===== config.mk =====
export PLATFORM = sky130hd
export DESIGN_NAME = reg_access_arbiter
export DESIGN_NICKNAME = d
export VERILOG_FILES = /design/src/rtl/reg_access_arbiter.sv
export SDC_FILE = /design/constraint.sdc
export NUM_CORES = 1
export LEC_CHECK = 0
export CORE_AREA = 2 2 111 113
export CTS_BUF_LIST = sky130_fd_sc_hd__clkbuf_8 sky130_fd_sc_hd__clkbuf_16
export CTS_CLUSTER_DIAMETER = 40
export DETAILED_ROUTE_END_ITERATION = 10
export DIE_AREA = 0 0 113 115
export PLACE_DENSITY = 0.83
export SLEW_MARGIN = 20
export SYNTH_ARGS = -nofsm -noshare
export SYNTH_HDL_FRONTEND = slang
export SYNTH_SLANG_ARGS = --single-unit

===== constraint.sdc =====
create_clock -name clk -period 2.17 [get_ports clk]
set_input_delay 0.217 -clock clk [delete_from_list [all_inputs] [get_ports clk]]
set_output_delay 0.217 -clock clk [all_outputs]
set_load 0.01 [all_outputs]

===== src/rtl/reg_access_arbiter.sv =====
// Round-robin arbiter (with per-requester lock) in front of a config/status register bank.
// Owns the config storage; one single-register read or write per granted transaction.
module reg_access_arbiter #(
   parameter int NUM_REQ    = 2,
   parameter int NUM_CFG    = 8,
   parameter int NUM_STATUS = 8,
   parameter int REG_WIDTH  = 8,
   parameter int ADDR_WIDTH = 4
) (
   input  logic                             clk,
   input  logic                             rst,
   input  logic                             ena,
   input  logic [NUM_REQ-1:0]               req,
   input  logic [NUM_REQ-1:0]               we,
   input  logic [NUM_REQ-1:0]               lock,
   input  logic [NUM_REQ*ADDR_WIDTH-1:0]    addr,
   input  logic [NUM_REQ*REG_WIDTH-1:0]     wdata,
   output logic [NUM_REQ-1:0]               gnt,
   output logic [NUM_REQ-1:0]               ack,
   output logic [REG_WIDTH-1:0]             rdata,
   output logic                             err,
   output logic [NUM_CFG*REG_WIDTH-1:0]     config_regs,
   input  logic [NUM_STATUS*REG_WIDTH-1:0]  status_regs,
   output logic [1:0]                       fsm_state
);

   localparam int OW = (NUM_REQ > 1) ? $clog2(NUM_REQ) : 1;
   localparam int IW = ADDR_WIDTH - 1;

   typedef enum logic [1:0] {
      S_IDLE   = 2'd0,
      S_ACCESS = 2'd1,
      S_DONE   = 2'd2
   } state_t;

   state_t                 state;
   logic [OW-1:0]          rr_ptr;
   logic [OW-1:0]          owner;
   logic                   lock_valid;
   logic [REG_WIDTH-1:0]   cfg_mem [NUM_CFG];

   assign fsm_state = state;

   for (genvar g = 0; g < NUM_CFG; g++) begin : g_cfg_out
      assign config_regs[g*REG_WIDTH +: REG_WIDTH] = cfg_mem[g];
   end

   // Request fields of the current owner.
   logic                   cur_req;
   logic                   cur_we;
   logic                   cur_lock;
   logic [ADDR_WIDTH-1:0]  cur_addr;
   logic [REG_WIDTH-1:0]   cur_wdata;

   always_comb begin
      cur_req   = 1'b0;
      cur_we    = 1'b0;
      cur_lock  = 1'b0;
      cur_addr  = '0;
      cur_wdata = '0;
      for (int i = 0; i < NUM_REQ; i++) begin
         if (owner == OW'(i)) begin
            cur_req   = req[i];
            cur_we    = we[i];
            cur_lock  = lock[i];
            cur_addr  = addr[i*ADDR_WIDTH +: ADDR_WIDTH];
            cur_wdata = wdata[i*REG_WIDTH +: REG_WIDTH];
         end
      end
   end

   // Address decode: MSB picks the bank, the rest is the register index.
   logic                   cur_bank;
   logic [31:0]            idx_w;
   logic                   cfg_in_range;
   logic                   sts_in_range;
   logic [REG_WIDTH-1:0]   cfg_rd;
   logic [REG_WIDTH-1:0]   sts_rd;

   assign cur_bank     = cur_addr[ADDR_WIDTH-1];
   assign idx_w        = 32'(cur_addr[IW-1:0]);
   assign cfg_in_range = idx_w < 32'(NUM_CFG);
   assign sts_in_range = idx_w < 32'(NUM_STATUS);

   always_comb begin
      cfg_rd = '0;
      for (int k = 0; k < NUM_CFG; k++) begin
         if (idx_w == 32'(k)) cfg_rd = cfg_mem[k];
      end
   end

   always_comb begin
      sts_rd = '0;
      for (int k = 0; k < NUM_STATUS; k++) begin
         if (idx_w == 32'(k)) sts_rd = status_regs[k*REG_WIDTH +: REG_WIDTH];
      end
   end

   // Round-robin pick: rotate req so that rr_ptr lands on bit 0, take the first set bit.
   logic [2*NUM_REQ-1:0]   req_rot;
   logic                   rr_found;
   logic [OW-1:0]          rr_pick;
   int                     rr_idx;

   assign req_rot = {req, req} >> rr_ptr;

   always_comb begin
      rr_found = 1'b0;
      rr_pick  = '0;
      rr_idx   = 0;
      for (int k = 0; k < NUM_REQ; k++) begin
         if (!rr_found && req_rot[k]) begin
            rr_found = 1'b1;
            rr_idx   = int'(rr_ptr) + k;
            if (rr_idx >= NUM_REQ) rr_idx = rr_idx - NUM_REQ;
            rr_pick  = OW'(rr_idx);
         end
      end
   end

   logic [OW-1:0] owner_next;
   assign owner_next = (owner == OW'(NUM_REQ - 1)) ? '0 : owner + 1'b1;

   always_ff @(posedge clk) begin
      if (rst) begin
         state      <= S_IDLE;
         rr_ptr     <= '0;
         owner      <= '0;
         lock_valid <= 1'b0;
         gnt        <= '0;
         ack        <= '0;
         rdata      <= '0;
         err        <= 1'b0;
         for (int k = 0; k < NUM_CFG; k++) cfg_mem[k] <= '0;
      end else if (ena) begin
         case (state)
            S_IDLE: begin
               ack <= '0;
               if (lock_valid && cur_req) begin
                  gnt   <= NUM_REQ'(1) << owner;
                  state <= S_ACCESS;
               end else begin
                  // A lapsed lock falls back to round-robin in the same cycle.
                  lock_valid <= 1'b0;
                  if (rr_found) begin
                     owner <= rr_pick;
                     gnt   <= NUM_REQ'(1) << rr_pick;
                     state <= S_ACCESS;
                  end
               end
            end
            S_ACCESS: begin
               if (!cur_bank && cfg_in_range) begin
                  err <= 1'b0;
                  if (cur_we) begin
                     rdata <= '0;
                     for (int k = 0; k < NUM_CFG; k++) begin
                        if (idx_w == 32'(k)) cfg_mem[k] <= cur_wdata;
                     end
                  end else begin
                     rdata <= cfg_rd;
                  end
               end else if (cur_bank && sts_in_range && !cur_we) begin
                  err   <= 1'b0;
                  rdata <= sts_rd;
               end else begin
                  err   <= 1'b1;
                  rdata <= '0;
               end
               ack   <= NUM_REQ'(1) << owner;
               state <= S_DONE;
            end
            S_DONE: begin
               ack        <= '0;
               gnt        <= '0;
               lock_valid <= cur_lock;
               if (!cur_lock) rr_ptr <= owner_next;
               state      <= S_IDLE;
            end
            default: begin
               ack   <= '0;
               gnt   <= '0;
               state <= S_IDLE;
            end
         endcase
      end
   end

endmodule

==> flow_metrics.tcl <==
set metrics [dict create \
    outcome "complete, but fails checks" \
    failed_checks "DRC" \
    cts_made_buffers 9 \
    ctsLongestPathBuffers 2 \
    synth.distinct_cells 51 \
    irDropWorstVdd_mv 0.368 \
    synth_seq_area_share_pct 49.5 \
    gp_congestion 0.955 \
    worstPathMaxFanout 22 \
    path_class "reg -> reg" \
    synth_edf_count 64 \
    fin_setup_tns_ns 0 \
    grt_max_degree 23 \
    dp_slack_ns -0.188 \
    diodes 0 \
    async_flop_share_pct 0 \
    slew_headroom_pct 51.9 \
    port_buffers 175 \
    maxCapViolCount 0 \
    final_area_um2 7310 \
    viasPerCell 5.86 \
    hold_end "rdata[2]" \
    ys_ff_latch 82 \
    ys_warn_count 0 \
    clock-sinks 82 \
    grt.overflow.total 0 \
    hold_violations 0 \
    rows 40 \
    grt_pass1_vias 4699 \
    r2r_start "owner" \
    drive_above_1_share_pct 17.2 \
    holdPathStages 2 \
    worstHoldStart "rdata[2]" \
    p_seq_share_pct 41.9 \
    core-area_um2 11800 \
    syn_area_um2 4610 \
    crit_path_start_kind "flip-flop" \
    syn_inst 442 \
    pwr-share-comb_pct 25.5 \
    clkPwrFrac_pct 32.6 \
    final_nets 755 \
    slew_viol_final 0 \
    routedWlPerCell_um 21.5 \
    die_x_um 113 \
    place_area_um2 7010 \
    power.total_mw 4.37 \
    cts_setup_buffers 0 \
    drt_iter0_markers 689 \
    chipHeight_um 115 \
    htreeDepth 3 \
    rr_worst_depth 8 \
    route.final.wire_length_um 17400 \
    power.internal_mw 3.15 \
    cts.clk_slew.worst_paths_ns 0.06 \
    syn_area_per_cell_um2 10.4 \
    tritoncts "done" \
    worst_pin_slew_ns 0.719 \
    grtUsageTotal_pct 26.1 \
    fin_ws_ns 0.128 \
    finalSetupViolCount 0 \
    fin_crit_sh_pct 94.1 \
    root_buffer "clkbuf_16" \
    worstSetupEndpointType "flip-flop" \
    cp_data_required_time_ns 2.43 \
    dp_hpwl_um 13400 \
    vias 4745 \
    hold_class "reg -> reg" \
    syn-num-nets 539 \
    drc 17 \
    antenna_found_initial 0 \
    synth-main-ff-cell "edfxtp_1" \
    die_area_um2 13000 \
    p_sw_share_pct 27.9 \
    power.leakage_nw 2.75 \
    ios 176 \
    rsz0062_at_grt "yes" \
    clkLatencyLatePin_ns 0.34 \
    period_needed_ns 2.04 \
    drtAntennaViolNets 0 \
    clock_skew_ns 0.00747 \
    dr.pass1.iters 8 \
    fin_util_pct 61.9 \
    worstReg2RegEnd "rdata[3]" \
    ff2ff_setup_slack_ns 0.13 \
    power_switching_mw 1.22 \
    fmax_mhz 490 \
    arrival_ns 2.30 \
    power_density_nw_per_um2 598 \
    start_util_pct 39.1 \
    grt_pass1_wl_um 26000 \
    syn_to_final_growth_pct 58.5 \
]
## power by group through the flow
stage | Sequential (mW) | Clock [mW] | Combinational [mW]
5_1_grt | 1.84 | 1.51 | 1.18
3_5_place_dp | 1.86 | 0 | 1.09
6_report | 1.83 | 1.43 | 1.11
4_1_cts | 1.83 | 1.45 | 1.09
2_1_floorplan | 1.87 | 0 | 0.471
3_3_place_gp | 1.87 | 0 | 1.07
## metrics by stage
stage	hold WS, ns	std cells
floorplan	0.363	442
global placement	0.476	794
detailed placement	0.484	794
CTS	0.496	810
global route	0.524	810
finish	0.492	810
## cell families (layout without fill, tap and decap cells)
logic type	Yosys count	count (layout)	synth area share, %
compound gates	116	116	19.1
buf+inv	48	269	5.29
flops	82	82	49.5
mux	37	37	10.4
simple gates	159	159	15.8
## cells in the final DEF (no fill, tap or decap), types with 10 or more instances in the layout
| cell type | instances |
|---|---|
| nor2_1 | 74 |
| o21ai_0 | 17 |
| buf_12 | 12 |
| o221ai_1 | 15 |
| buf_4 | 52 |
| inv_1 | 13 |
| dfxtp_1 | 17 |
| a21oi_1 | 17 |
| a221oi_1 | 18 |
| edfxtp_1 | 64 |
| mux2i_1 | 24 |
| nor3_1 | 11 |
| a211oi_1 | 10 |
| nand2_1 | 30 |
| clkdlybuf4s50_1 | 175 |
## timing repair
action / CTS / global route
gates resized for setup: 0 / 7
setup endpoints to repair: 0 / 20
endpoints found under the hold margin: 0 / 0
hold buffers: 0 / 0
## worst max path at each step
stage / start / endpoint / slack (ns) / cells after the start
4_1_cts: owner / rdata[4] / 0.04 / 7
3_3_place_gp: addr[1] / rdata[4] / -0.15 / 7
2_1_floorplan: fsm_state[0] / cfg_mem[0][0] / 0.06 / 7
6_report: owner / rdata[3] / 0.13 / 8
3_5_place_dp: addr[4] / rdata[5] / -0.19 / 9
5_1_grt: owner / rdata[4] / -0.005 / 7
## cell usage after synthesis, types with 3 or more instances
cell	n	area share (%)
a211oi_1	10	1.6
a21oi_1	17	1.8
a221oi_1	21	4.0
a22oi_1	4	0.65
buf_2	12	1.3
buf_4	3	0.49
buf_6	5	1.2
clkbuf_1	15	1.2
dfxtp_1	18	7.8
edfxtp_1	64	42
inv_1	13	1.1
mux2_2	3	0.73
mux2i_1	25	5.4
mux4_2	7	3.4
nand2_1	30	2.4
nand2b_1	9	1.2
nand3_1	6	0.65
nand3b_1	4	0.65
nor2_1	74	6.0
nor2b_1	5	0.68
nor3_1	11	1.2
nor3b_1	4	0.65
o21ai_0	17	1.8
o221ai_1	15	2.8
o22a_1	9	1.7
or2_2	9	1.2
## registers in the layout, summed over array words and instances (netlist names)
signal	count
ack	2
rdata	8
gnt	2
err	1
owner	1
fsm_state	2
cfg_mem	64
lock_valid	1
rr_ptr	1
## worst max-delay path: stages, from the launching register on
cell,delay (ns)
dfxtp_4,0.38
buf_4,0.18
or3b_1,0.41
nand2_2,0.11
buf_12,0.17
a221oi_1,0.11
a221oi_1,0.32
a211oi_1,0.07
nor3_1,0.19
## layout make-up
cell class	instances	area, µm²
repair buffers	240	2390
clock buffers	9	225
fillers	959	4500
flip-flops and latches	82	2290
clock inverters	7	51.3
well taps	147	184
inverters	13	48.8
multi-input cells	312	2120
## per-layer routing
layer	global-route usage [%]	routed length (µm)	up-vias	part of all wire (%)
met2	42.6	8180	373	47
met3	7.80	2150	31	12
li1	-	-	2109	-
met1	33.1	6660	2232	38
met5	0	0	-	0
met4	9.43	382	0	2.2
Power figures use the tool's default switching activity.
